==> src/rtl/dco_cap_coder_slew_if.sv <==
// Purpose : control/status bundle between the ADPLL loop control and the DCO cap coder.
// Latency : n/a (wiring only).
// Backpressure: none; the coder samples word/direct on every enabled falling edge.
//
// Signals:
//   en       update enable (controller -> coder)
//   direct   1 = bypass slew limiter (controller -> coder)
//   word     requested tuning code (controller -> coder)
//   cur_word code currently applied to the array (coder -> controller/bank)
//   settled  cur_word matches the word sampled at the last enabled edge
//   r_all    zero-active full-row enables, R bits
//   row      one-hot partial-row select, R bits
//   col      serpentine column thermometer for the partial row, C bits
interface dco_cap_coder_slew_if #(
    parameter int ROW_W = 4,
    parameter int COL_W = 4
);
    localparam int WORD_W = ROW_W + COL_W;
    localparam int R      = 2 ** ROW_W;
    localparam int C      = 2 ** COL_W;

    logic              en;
    logic              direct;
    logic [WORD_W-1:0] word;
    logic [WORD_W-1:0] cur_word;
    logic              settled;
    logic [R-1:0]      r_all;
    logic [R-1:0]      row;
    logic [C-1:0]      col;

    // Loop control side.
    modport master (
        output en,
        output direct,
        output word,
        input  cur_word,
        input  settled,
        input  r_all,
        input  row,
        input  col
    );

    // Coder side.
    modport slave (
        input  en,
        input  direct,
        input  word,
        output cur_word,
        output settled,
        output r_all,
        output row,
        output col
    );
endinterface

==> src/rtl/dco_cap_coder_slew.sv <==
// Purpose : binary tuning word -> row-all / one-hot row / serpentine column code for a
//           (2^ROW_W) x (2^COL_W) unit-cap array, with per-update slew limiting.
// Latency : one enabled falling edge per step; ceil(|word-cur_word|/MAX_STEP) edges to settle
//           (one edge in direct mode). Backpressure: none; en=0 freezes all state.
//
// Ports:
//   clk      DCO control clock, all state updates on the falling edge
//   rst_n    asynchronous active-low reset, returns the array to RST_WORD
//   bus      dco_cap_coder_slew_if.slave (en, direct, word in; cur_word, settled,
//            r_all, row, col out -- all outputs are registers)
module dco_cap_coder_slew #(
    parameter int ROW_W    = 4,
    parameter int COL_W    = 4,
    parameter int RST_WORD = 2 ** (ROW_W + COL_W - 1),
    parameter int MAX_STEP = 8
) (
    input  logic                 clk,
    input  logic                 rst_n,
    dco_cap_coder_slew_if.slave  bus
);
    localparam int WORD_W = ROW_W + COL_W;
    localparam int R      = 2 ** ROW_W;
    localparam int C      = 2 ** COL_W;

    localparam logic [WORD_W-1:0]        RST_CODE = WORD_W'(RST_WORD);
    localparam logic [WORD_W-1:0]        STEP_U   = WORD_W'(MAX_STEP);
    localparam logic signed [WORD_W:0]   STEP_S   = (WORD_W + 1)'(MAX_STEP);

    typedef struct packed {
        logic [R-1:0] r_all;
        logic [R-1:0] row;
        logic [C-1:0] col;
    } dec_t;

    // Array decode. Rows below the active row are fully on (zero-active r_all),
    // the active row is partially filled; odd rows fill from the MSB so the
    // switched capacitance walks the array in a serpentine and each code step
    // toggles exactly one unit cell.
    function automatic dec_t decode(input logic [WORD_W-1:0] v);
        dec_t             o;
        logic [ROW_W-1:0] r;
        logic [COL_W-1:0] c;
        r = v[WORD_W-1:COL_W];
        c = v[COL_W-1:0];
        o = '0;
        for (int i = 0; i < R; i++) begin
            o.r_all[i] = (i >= int'(r));
            o.row[i]   = (i == int'(r));
        end
        for (int j = 0; j < C; j++) begin
            if (r[0]) begin
                o.col[j] = (j >= C - int'(c));
            end else begin
                o.col[j] = (j < int'(c));
            end
        end
        return o;
    endfunction

    logic [WORD_W-1:0]        cur_q;
    logic                     settled_q;
    dec_t                     dec_q;

    logic signed [WORD_W:0]   diff;
    logic signed [WORD_W:0]   mag;
    logic [WORD_W-1:0]        cur_nxt;

    // Distance to target, one extra bit so the sign is never lost.
    assign diff = $signed({1'b0, bus.word}) - $signed({1'b0, cur_q});
    assign mag  = diff[WORD_W] ? -diff : diff;

    // The step is only taken when |diff| > MAX_STEP, so it can never
    // overshoot the target or wrap past either end of the code range.
    always_comb begin
        cur_nxt = bus.word;
        if (!bus.direct && (mag > STEP_S)) begin
            if (diff[WORD_W]) begin
                cur_nxt = cur_q - STEP_U;
            end else begin
                cur_nxt = cur_q + STEP_U;
            end
        end
    end

    // Decode of cur_nxt is registered alongside cur_word so the array code
    // never lags the applied word and no path from word reaches an output.
    always_ff @(negedge clk or negedge rst_n) begin
        if (!rst_n) begin
            cur_q     <= RST_CODE;
            settled_q <= 1'b0;
            dec_q     <= decode(RST_CODE);
        end else if (bus.en) begin
            cur_q     <= cur_nxt;
            settled_q <= (cur_nxt == bus.word);
            dec_q     <= decode(cur_nxt);
        end
    end

    assign bus.cur_word = cur_q;
    assign bus.settled  = settled_q;
    assign bus.r_all    = dec_q.r_all;
    assign bus.row      = dec_q.row;
    assign bus.col      = dec_q.col;

endmodule

==> src/flat_wrapper.sv <==
// flat-port wrapper written by rule: the top's interface ports become plain ports
module dco_cap_coder_slew_flat 
#(
    parameter int ROW_W    = 4,
    parameter int COL_W    = 4,
    parameter int RST_WORD = 2 ** (ROW_W + COL_W - 1),
    parameter int MAX_STEP = 8
)
  (clk, rst_n, bus_en, bus_direct, bus_word, bus_cur_word, bus_settled, bus_r_all, bus_row, bus_col);
  dco_cap_coder_slew_if #(.ROW_W(ROW_W), .COL_W(COL_W)) bus_i ();
  input  logic clk;
  input  logic rst_n;
  input wire logic [$bits(bus_i.en)-1:0] bus_en;
  input wire logic [$bits(bus_i.direct)-1:0] bus_direct;
  input wire logic [$bits(bus_i.word)-1:0] bus_word;
  output wire logic [$bits(bus_i.cur_word)-1:0] bus_cur_word;
  output wire logic [$bits(bus_i.settled)-1:0] bus_settled;
  output wire logic [$bits(bus_i.r_all)-1:0] bus_r_all;
  output wire logic [$bits(bus_i.row)-1:0] bus_row;
  output wire logic [$bits(bus_i.col)-1:0] bus_col;
  assign bus_i.en = bus_en;
  assign bus_i.direct = bus_direct;
  assign bus_i.word = bus_word;
  assign bus_cur_word = bus_i.cur_word;
  assign bus_settled = bus_i.settled;
  assign bus_r_all = bus_i.r_all;
  assign bus_row = bus_i.row;
  assign bus_col = bus_i.col;
  dco_cap_coder_slew #(.ROW_W(ROW_W), .COL_W(COL_W), .RST_WORD(RST_WORD), .MAX_STEP(MAX_STEP)) u_core (.clk(clk), .rst_n(rst_n), .bus(bus_i));
endmodule
==> config.mk <==
export PLATFORM = sky130hd
export DESIGN_NAME = dco_cap_coder_slew_flat
export DESIGN_NICKNAME = d
export VERILOG_FILES = /design/src/rtl/dco_cap_coder_slew_if.sv /design/src/rtl/dco_cap_coder_slew.sv /design/src/flat_wrapper.sv
export SDC_FILE = /design/constraint.sdc
export NUM_CORES = 1
export LEC_CHECK = 0
export CORE_ASPECT_RATIO = 0.75
export CORE_MARGIN = 8
export CORE_UTILIZATION = 35
export CTS_CLUSTER_SIZE = 25
export DETAILED_ROUTE_END_ITERATION = 6
export SETUP_SLACK_MARGIN = 0.4
export SYNTH_ARGS = -nofsm -noshare
export SYNTH_HDL_FRONTEND = slang
export SYNTH_SLANG_ARGS = --single-unit
==> constraint.sdc <==
create_clock -name clk -period 14.3 [get_ports clk]
set_clock_uncertainty 0.2 [all_clocks]
set_input_delay 2.86 -clock clk [delete_from_list [all_inputs] [get_ports clk]]
set_output_delay 2.86 -clock clk [all_outputs]
set_load 0.005 [all_outputs]
# After elaboration in Yosys (flattened, before gate mapping)
# Cells that the tools add are included.
# totals
register_bits	56
inputBits	12
output_inout_bits	57
elab_cells	95
# op_classes
add_sub_neg	5
magnitude_cmp	47
eq_ne	16
mux	19
reduce_logical	3
# ops
cell	n
greater-or-equal comparator 5 x 32 -> 1 bit, first input constant	8
greater-or-equal comparator 4 x 32 -> 1 bit, first input constant	4
greater-or-equal comparator 3 x 32 -> 1 bit, first input constant	2
equality test 4 bit, first input constant	8
greater-or-equal comparator 1 x 32 -> 1 bit, first input constant	1
greater-or-equal comparator 2 x 32 -> 1 bit, first input constant	1
greater-or-equal comparator 4 bit, first input constant	7
< comparator 4 bit, first input constant	7
equality test 3 x 4 -> 1 bit, first input constant	4
greater-or-equal comparator 3 x 4 -> 1 bit, first input constant	4
< comparator 3 x 4 -> 1 bit, first input constant	4
two-way mux 1 bit	16
two-way mux 8 bit	2
> comparator 9 x 5 -> 1 bit, second input constant	1
two-way mux 9 bit	1
negation 9 bit	1
subtractor 8 x 8 -> 9 bit	1
adder 8 x 4 -> 8 bit, second input constant	1
equality test 2 x 4 -> 1 bit, first input constant	2
equality test 8 bit	1
greater-or-equal comparator 1 x 4 -> 1 bit, first input constant	2
greater-or-equal comparator 2 x 4 -> 1 bit, first input constant	2
< comparator 1 x 4 -> 1 bit, first input constant	2
< comparator 2 x 4 -> 1 bit, first input constant	2
other kinds (6)	6

# Logic depth before layout (Yosys ltp)
# logic_depth
word_depth	9
ltp_mapped	25
mapped_depth_nobuf	22

==> flow_summary.yaml <==
outcome:
  outcome: "completed"
die:
  die_area_sq_mm: 0.0148
  die_y_microns: 107
  core_sq_mm: 0.0109
  die_w_microns: 138
  ioPinCount: 69
  start_util: 0.358
  rows: 33
synth:
  yosysMostFrequentCell: "dfrtn_1"
  synth_edf_count: 0
  syn_avg_cell_area_sq_um: 8.90
  yosys.area.top_type: "dfrtn_1"
  synthTopCellsByArea: "dfrtn_1 (30%), dfstp_2 (6.1%), ha_1 (5.5%)"
  yosys.cell_types.count: 66
  synth.cell_area_sq_mm: 0.00389
  netlist_instances: 437
  synth.top_cell.area_share: 0.296
  syn-num-nets: 468
  synth-main-ff-cell: "dfrtn_1"
  synth_commonest_cells: "dfrtn_1 (46), nor2_1 (43), inv_1 (30)"
  seq_area_frac_synth: 0.357
  ys_warn_count: 0
  ys_seq_elements: 55
  async_flop_share: 1.00
cts:
  htree_levels: 2
  cts_sinks: 55
  cts-root-buf: "clkbuf_16"
  hold_buffers: 0
  cts_buffers: 5
  clkTransAtPathRegs_ns: 0.06
  worst_skew_pair.late_latency_ns: 0.37
  clockBufferDepth: 2
  cts_tree: "built"
setup_path:
  crit_arrival_ns: 6.57
  max_stage_delay_ns: 0.55
  cp_slowest_cell: "fa_2"
  cp_cell_sequence: "buf_6 > buf_6 > inv_12 > ha_4 > inv_2 > fa_2 > inv_2 > ha_4 > nand2b_4 > nor2b_4 > mux2i_1 > o22ai_2 > or3_4 > o21a_4 > mux2i_4 > ha_4 > buf_6 > nand2_2 > mux2_4 > a211oi_2 > o221ai_1"
  end_kind: "flop"
  r2r-start: "u_core.bus.cur_word[3]"
  reg2regPathDepth: 16
  ff2ff_setup_slack_ns: 9.45
  start_kind: "input port"
  critPathMaxFanout: 5
  r2r_end: "u_core.bus.col[14]"
  cp.required_ns: 7.08
  worst-setup-path-type: "in -> reg"
routing:
  drt_iter0_drc: 244
  wirelength_microns: 12300
  drc: 0
  num_vias: 3795
  viasPerCell: 5.44
  wire_per_inst_microns: 17.6
  ant_nets: 0
  first_pass_iters: 7
min_path:
  hold_class: "reg -> reg"
  hold_end: "u_core.bus.r_all[6]"
  hold_start: "u_core.bus.r_all[6]"
  min_path_cells: 1
power_and_ir_drop:
  p_per_area_mw_per_mm2: 242
  p_leak_nw: 2.38
  ir_drop_uv: 108
global_route:
  grt_pass1_vias: 3849
  grt_pass1_wl_microns: 20100
  grt_max_degree: 72
  track_usage: 0.167
  grt_use_met1: 0.235
  grt.busiest_layer: "met2"
  grt-ovfl-total: 0
  grt_use_met3: 0.0452
  grtUsageMet2: 0.256
  antenna_found_initial: 0
timing:
  worst_pin_slew_ns: 0.828
  rsz0062_at_grt: "true"
  slew_headroom: 0.444
  setup_viol_count_final: 0
  slew_viol_final: 0
  final_critical_path_setup_slack_ns: 0.506
  final_hold_viol_count: 0
layout:
  drive_above_1_share: 0.284
  num-fill-cells: 998
  finish.utilization: 0.520
  n_antenna_cell: 0
  multi_input_area_sq_mm: 0.00259
  regArea_sq_mm: 0.00139
  layout.nets: 587
  syn2layout_area_growth_pct: 45.2
run:
  max-cap-violations: 0
placement:
  place.gp.congestion: 0.859
  dp_hpwl_microns: 8900
  port_buffers: 67
  pre_cts_ws_ns: -0.468
[stage by stage]
stage / setup TNS (ns) / hold WS [ns] / cell area (sq um) / total power, W / instances
global route: 0 / 0.266 / 5640 / 0.00148 / 697
global placement: -5.32 / 0.227 / 5090 / 0.00113 / 673
CTS: 0 / 0.249 / 5400 / 0.00131 / 695
floorplan: 0 / 0.235 / 3980 / 0.000780 / 437
finish: 0 / 0.243 / 5640 / 0.00137 / 697
detailed placement: -10.19 / 0.233 / 5090 / 0.00114 / 673
[what timing repair did]
| item | 4_1_cts | 5_1_grt |
|---|---|---|
| setup buffers | 6 | 2 |
| endpoints found under the setup margin | 50 | 42 |
| resized for setup | 20 | 37 |
| pin swaps | 13 | 18 |
[routing by layer]
metal | up-vias | wire length, microns
met5 | - | 0
met4 | 0 | 73
met3 | 10 | 956
met2 | 116 | 5500
met1 | 1851 | 5760
li1 | 1818 | -
[critical path, delay by kind of cell]
| family | cells | cell delay (ns) |
|---|---|---|
| muxes | 3 | 0.77 |
| AOI/OAI and AO/OA | 4 | 0.73 |
| adders and majority gates | 4 | 1.09 |
| and+or+nand+nor | 4 | 0.68 |
| buffers and inverters | 6 | 0.44 |
[worst max-delay path by stage]
stage / start / end / slack, ns / cells after the start
after global placement: bus_word[0] / u_core.bus.col[9] / -0.31 / 22
after detailed placement: bus_word[0] / u_core.bus.col[9] / -0.47 / 22
after floorplan: bus_word[0] / u_core.bus.col[13] / 0.19 / 22
final: bus_word[0] / u_core.bus.col[14] / 0.51 / 21
after CTS: bus_word[3] / u_core.bus.col[9] / 0.45 / 18
after global routing: bus_word[3] / u_core.bus.col[14] / 0.34 / 16
[cell families after synthesis]
family	share of synthesized area
DFF	0.357
AOI/OAI and AO/OA	0.262
adders and majority gates	0.0650
muxes	0.0573
buffers and inverters	0.0673
and+or+nand+nor	0.154
other	0.000965
xor gates and xnor gates	0.0360
[power breakdown]
part | switching, W | internal [W]
Combinational | 0.000457 | 0.000468
Clock | 0.0000699 | 0.0000752
Sequential | 0.0000543 | 0.000240
[registers in the layout, summed over array words and instances (netlist names)]
name,cells
u_core.bus.row,16
u_core.bus.col,16
u_core.bus.cur_word,8
u_core.bus.r_all,14
u_core.bus.settled,1
[cell type report]
type	count	area share
clock buffers	6	0.0246
clock inverters	11	0.00953
inverters	30	0.0222
multi-input cells	322	0.459
flip-flops and latches	55	0.246
well taps	140	0.0310
repair buffers	133	0.207
[layout by cell type (no fill, tap or decap), drive strengths merged, types with 3 or more instances in the layout]
master,instances
buf,69
clkdlybuf4s50,62
dfrtn,46
nor2,43
inv,40
a21oi,28
nand2,26
o21ai,20
ha,17
mux2i,14
nor2b,13
a31oi,10
xnor2,10
a31o,9
dfstp,9
nor3,9
nand3,9
o2bb2ai,8
a211oi,8
o211ai,7
o21a,7
nand2b,7
nand4,6
xor2,6
clkbuf,6
mux2,6
o22ai,6
a22o,5
o221ai,4
a211o,4
a21o,3
nor4,3
Note: power is estimated with default switching activity, not from simulation.
==> variant 1: new RTL, config.mk and constraints unchanged <==
`ROW_W` is set to 4 in 3 places; all go to 2.
--- a/src/rtl/dco_cap_coder_slew_if.sv
+++ b/src/rtl/dco_cap_coder_slew_if.sv
@@ -14,3 +14,3 @@
 interface dco_cap_coder_slew_if #(
-    parameter int ROW_W = 4,
+    parameter int ROW_W = 2,
     parameter int COL_W = 4
--- a/src/rtl/dco_cap_coder_slew.sv
+++ b/src/rtl/dco_cap_coder_slew.sv
@@ -11,3 +11,3 @@
 module dco_cap_coder_slew #(
-    parameter int ROW_W    = 4,
+    parameter int ROW_W    = 2,
     parameter int COL_W    = 4,
--- a/src/flat_wrapper.sv
+++ b/src/flat_wrapper.sv
@@ -3,3 +3,3 @@
 #(
-    parameter int ROW_W    = 4,
+    parameter int ROW_W    = 2,
     parameter int COL_W    = 4,
Ports: changed (resized bus_cur_word, bus_r_all, bus_row and bus_word); port bits go from 69 to 41. No check against the original RTL was run, so the function may have changed too.
==> variant 1 against the original RTL <==
Setup slack better by 82 ps; sequential power decreased by 46%; area after synthesis down 41%; global-route usage is 2.6 points lower; power is 45% lower; utilization down 3.8 points; via count is 43% lower; sequential cell count shrank 26; register-to-register slack improved by 530 ps; cell area decreased by 46%; synthesized cell count decreased by 40%; wire length decreased by 45%; largest power group unchanged.
==> variant 1: results (changes against the original RTL) <==
* Total setup buffers inserted after CTS at 1 (-5)
* First-pass GRT wire length at 10600 microns (-47%)
* Crit path arrival time at 6500 ps (-70 ps)
* Distinct cell type count after synthesis at 63 (-4.5%)
* Area after DPL at 0.00282 sq mm (-45%)
* Share of layout cells above drive strength 1 at 18.7% (-9.7 points)
* Total GRT Usage at 14.1% (-2.6 points)
* Post-cts sizing count at 1 (-95%)
* Number of port buffers at 39 (-42%)
* Avg Cell Area, Syn at 8.77 sq um (-1.4%)
* Placed Cells at 383 (-43%)
* Pin count of the biggest net entering global routing at 39 (-46%)
* Sequential area share after synthesis at 31.7% (-4.0 points)
* Worst Path Max Fanout at 10 (+5)
* Final estimated routing congestion in global placement at 0.911 (+6.0%)
* Sequential Power Share at 21.2% (-0.3 points)
* Met2 wire length at 2760 microns (-50%)
* Crit path launch: bus_word[1]
* FF-to-FF path depth at 15 (-1)
* Root Driver: clkbuf_8
* Clk network pwr share at 9.5% (-1.1 points)
* Min-delay src: u_core.bus.col[8]
* Status: finished, final reports clean
* Pre-CTS WS at 75.6 ps (+544 ps)
* TritonRoute pass-1 iters at 4 (-3)
* Nets@finish at 340 (-42%)
==> variant 1: worst max-delay path: stages <==
cell and delay, ps:
clkdlybuf4s50_1 490, buf_4 150, ha_1 230, nor2b_1 170, o22ai_1 270, mux2i_1 230, buf_4 150, mux2i_1 180
a32oi_1 90, o21ai_2 310, mux2i_1 280, ha_2 260, buf_4 190, or2_1 200, a21oi_1 130, a221o_1 310
==> variant 1: area by class of cell <==
cell class	count	area share (%)
Timing Repair Buffer	59	18.0
Tap cell	81	3.33
Inverter	25	3.09
Multi-Input combinational cell	192	48.3
Sequential cell	29	24.0
Clock inverter	6	1.07
Clock buffer	5	2.26
==> variant 1: how the worst max path moves through the flow <==
stage | to | slack, ps | cells after the start
finish | u_core.bus.col[0] | 590 | 16
global route | u_core.bus.col[14] | 380 | 20
CTS | u_core.bus.col[10] | 410 | 18
detailed placement | u_core.bus.col[5] | 80 | 19
global placement | u_core.bus.col[5] | 170 | 19
floorplan | u_core.bus.col[5] | 570 | 18
==> variant 2: new RTL, config.mk and constraints unchanged <==
Made on the original files. Reset style: synchronous (`rst_n`), changed in one clocked block. Comments in the files are not updated.
--- a/src/rtl/dco_cap_coder_slew.sv
+++ b/src/rtl/dco_cap_coder_slew.sv
@@ -86,3 +86,3 @@
     // never lags the applied word and no path from word reaches an output.
-    always_ff @(negedge clk or negedge rst_n) begin
+    always_ff @(negedge clk) begin
         if (!rst_n) begin
Behaviour: differs if rst_n is asserted again (counterexample within 4 cycles, from zero or initial values and one cycle with rst_n low); with rst_n held inactive, the same outputs for 4 cycles.
==> variant 2 against the original RTL <==
Via count increased by 17%; register-to-register slack got worse by 90 ps; setup slack got worse by 270 ps; largest cell class unchanged; wire length increased by 9.6%; area after synthesis increased by 3.9%; cell area increased by 7.5%; sequential cell count unchanged.
Power is not compared: it rests on default switching activity, and its combinational part moved more than twofold at a synthesized area within 25%.
==> variant 2: results (changes against the original RTL) <==
* Pre-CTS WS at -586 ps (-118 ps)
* Total grt overflow at 0 (unchanged)
* Pin count of the biggest net entering global routing at 55 (-24%)
* Yosys warnings at 0 (unchanged)
* Root Driver: clkbuf_16
* Clock slew at reported path FFs at 30 ps (-30 ps)
* Fraction of registers with async set/reset at 0% (-100 points)
* Latest clock arrival within the worst-skew pair at roughly 380 ps
* Total GRT Usage at 17.3% (+0.66 points)
* Net Count, Synth at 530 (+13%)
* Final estimated routing congestion in global placement at 0.884 (+2.9%)
* Number of diodes at 0 (unchanged)
* Number of port buffers at 67 (unchanged)
* Share of layout cells above drive strength 1 at 25.0% (-3.3 points)
* Sequential area share after synthesis at 27.3% (-8.4 points)
* Worst Path Max Fanout at 5 (unchanged)
* Main synth FF type: dfxtp_1
* Synth area leaders: dfxtp_1 (27%), ha_1 (5.6%), nor2_1 (4.1%)
* Min-delay src: u_core.bus.col[0]
* Distinct cell type count after synthesis at 79 (+20%)
* Crit path launch: bus_word[0]
* Crit path arrival time at 6950 ps (+380 ps)
* HPWL after DPL at 10200 microns (+15%)
* Nets@finish at 722 (+23%)
* Max VDD drop at 56.8 uV
* Most instantiated cells after synthesis: dfxtp_1 (55), nor2_1 (44), nand2_1 (33)
* Vias in the first global route at 4419 (+15%)
* Status: finished, final reports clean
* Leakage power at between 2 and 3 nW
* Drt total wl at 13500 microns (+9.6%)
* Number of CTS-inserted buffers at 5 (unchanged)
* Antenna violations before repair at 0 (unchanged)
* Starting DRT DRC Count at 281 (+15%)
* FF-to-FF Start: u_core.bus.cur_word[0]
* HP Class: flip-flop to flip-flop
* Max clock buf depth at 2 (unchanged)
* H-tree levels at 2 (unchanged)
* Least-Margin Pin Slew at 875 ps (+46.3 ps)
* Vias at 4450 (+17%)
* First-pass GRT wire length at 21700 microns (+7.7%)
* Largest register FFs at 16
* TritonRoute pass-1 iters at 5 (-2)
## variant 2: cell types whose count changed after synthesis, moves of 5 or more
cell and delta:
clkbuf_1 +6, o21ai_0 +14, dfstp_2 -9, a31o_2 -7
dfxtp_1 +55, nor3_1 +5, nand2_1 +7, o2bb2ai_1 -8
dfrtn_1 -46
## variant 2: per-stage QoR
step | total power, mW | area, sq um | TNS [ps] | instances | util (%)
after floorplan | 0.417 | 4130 | -32.0 | 498 | -
after global placement | 0.570 | 5440 | -7580 | 760 | 47.5
after detailed placement | 0.574 | 5440 | -11110 | 760 | 47.5
after CTS | 0.784 | 5990 | 0 | 828 | 52.3
after global routing | 0.844 | 6060 | 0 | 835 | 53.0
final | 0.782 | 6060 | 0 | 835 | 53.0
## variant 2: area by class of cell
cell class | instances | area, sq um
Clock buffer | 5 | 125
Clock inverter | 58 | 256
Fill cell | 1122 | 5380
Inverter | 32 | 135
Multi-Input combinational cell | 368 | 2780
Sequential cell | 55 | 1100
Tap cell | 144 | 180
Timing Repair Buffer | 173 | 1480
## variant 2: metal layers
metal	routed length [microns]	GRT usage (%)	vias to the layer above	part of all wire (%)
li1	-	-	2205	-
met1	6650	22.4	2131	49
met2	5940	27.7	103	44
met3	772	5.38	11	5.7
met4	103	4.79	0	0.77
met5	0	0	-	0
## variant 2: cell families (layout without fill, tap and decap cells)
kind of cell    count (synthesis)  in the layout  share of synthesized area [%]
flops                          55             55                           27.3
mux                            14             14                           3.63
other cells                     1              1                         0.0929
buf+inv                        75            268                           8.77
xor+xnor                       22             22                           5.14
compound gates                162            162                           29.6
simple gates                  149            149                           18.9
fa+ha+maj                      20             20                           6.57
## variant 2: critical path, stage by stage
cell	delay, ps
buf_8	110
inv_12	40
ha_4	110
inv_2	40
fa_2	410
a211o_4	360
a2111oi_4	390
a221oi_2	100
a2111oi_4	390
o21ai_2	90
a2111o_1	510
nand2_8	100
mux2i_4	260
buf_4	150
buf_6	90
inv_2	40
ha_1	280
inv_2	50
o21ai_1	100
a21oi_1	50
o311ai_1	300
a21oi_1	100
## variant 2: what timing repair did
| action | 4_1_cts | 5_1_grt |
|---|---|---|
| buffers inserted | 6 | 7 |
| pin swaps | 23 | 13 |
| resized for setup | 38 | 4 |
| endpoints found under the setup margin | 44 | 15 |
## variant 2: final timing paths
check,cells past startpoint,slack [ps],endpoint
setup / recovery,22,240,u_core.bus.col[1]
hold / removal,2,250,u_core.bus.col[0]
setup reg to reg,20,9360,u_core.bus.col[1]
hold reg to reg,2,250,u_core.bus.col[0]
## variant 2: report_power, final
group | switching [mW] | internal (mW)
registers | 0.0134 | 0.173
clock network | 0.101 | 0.105
logic | 0.194 | 0.195
total | 0.309 | 0.473
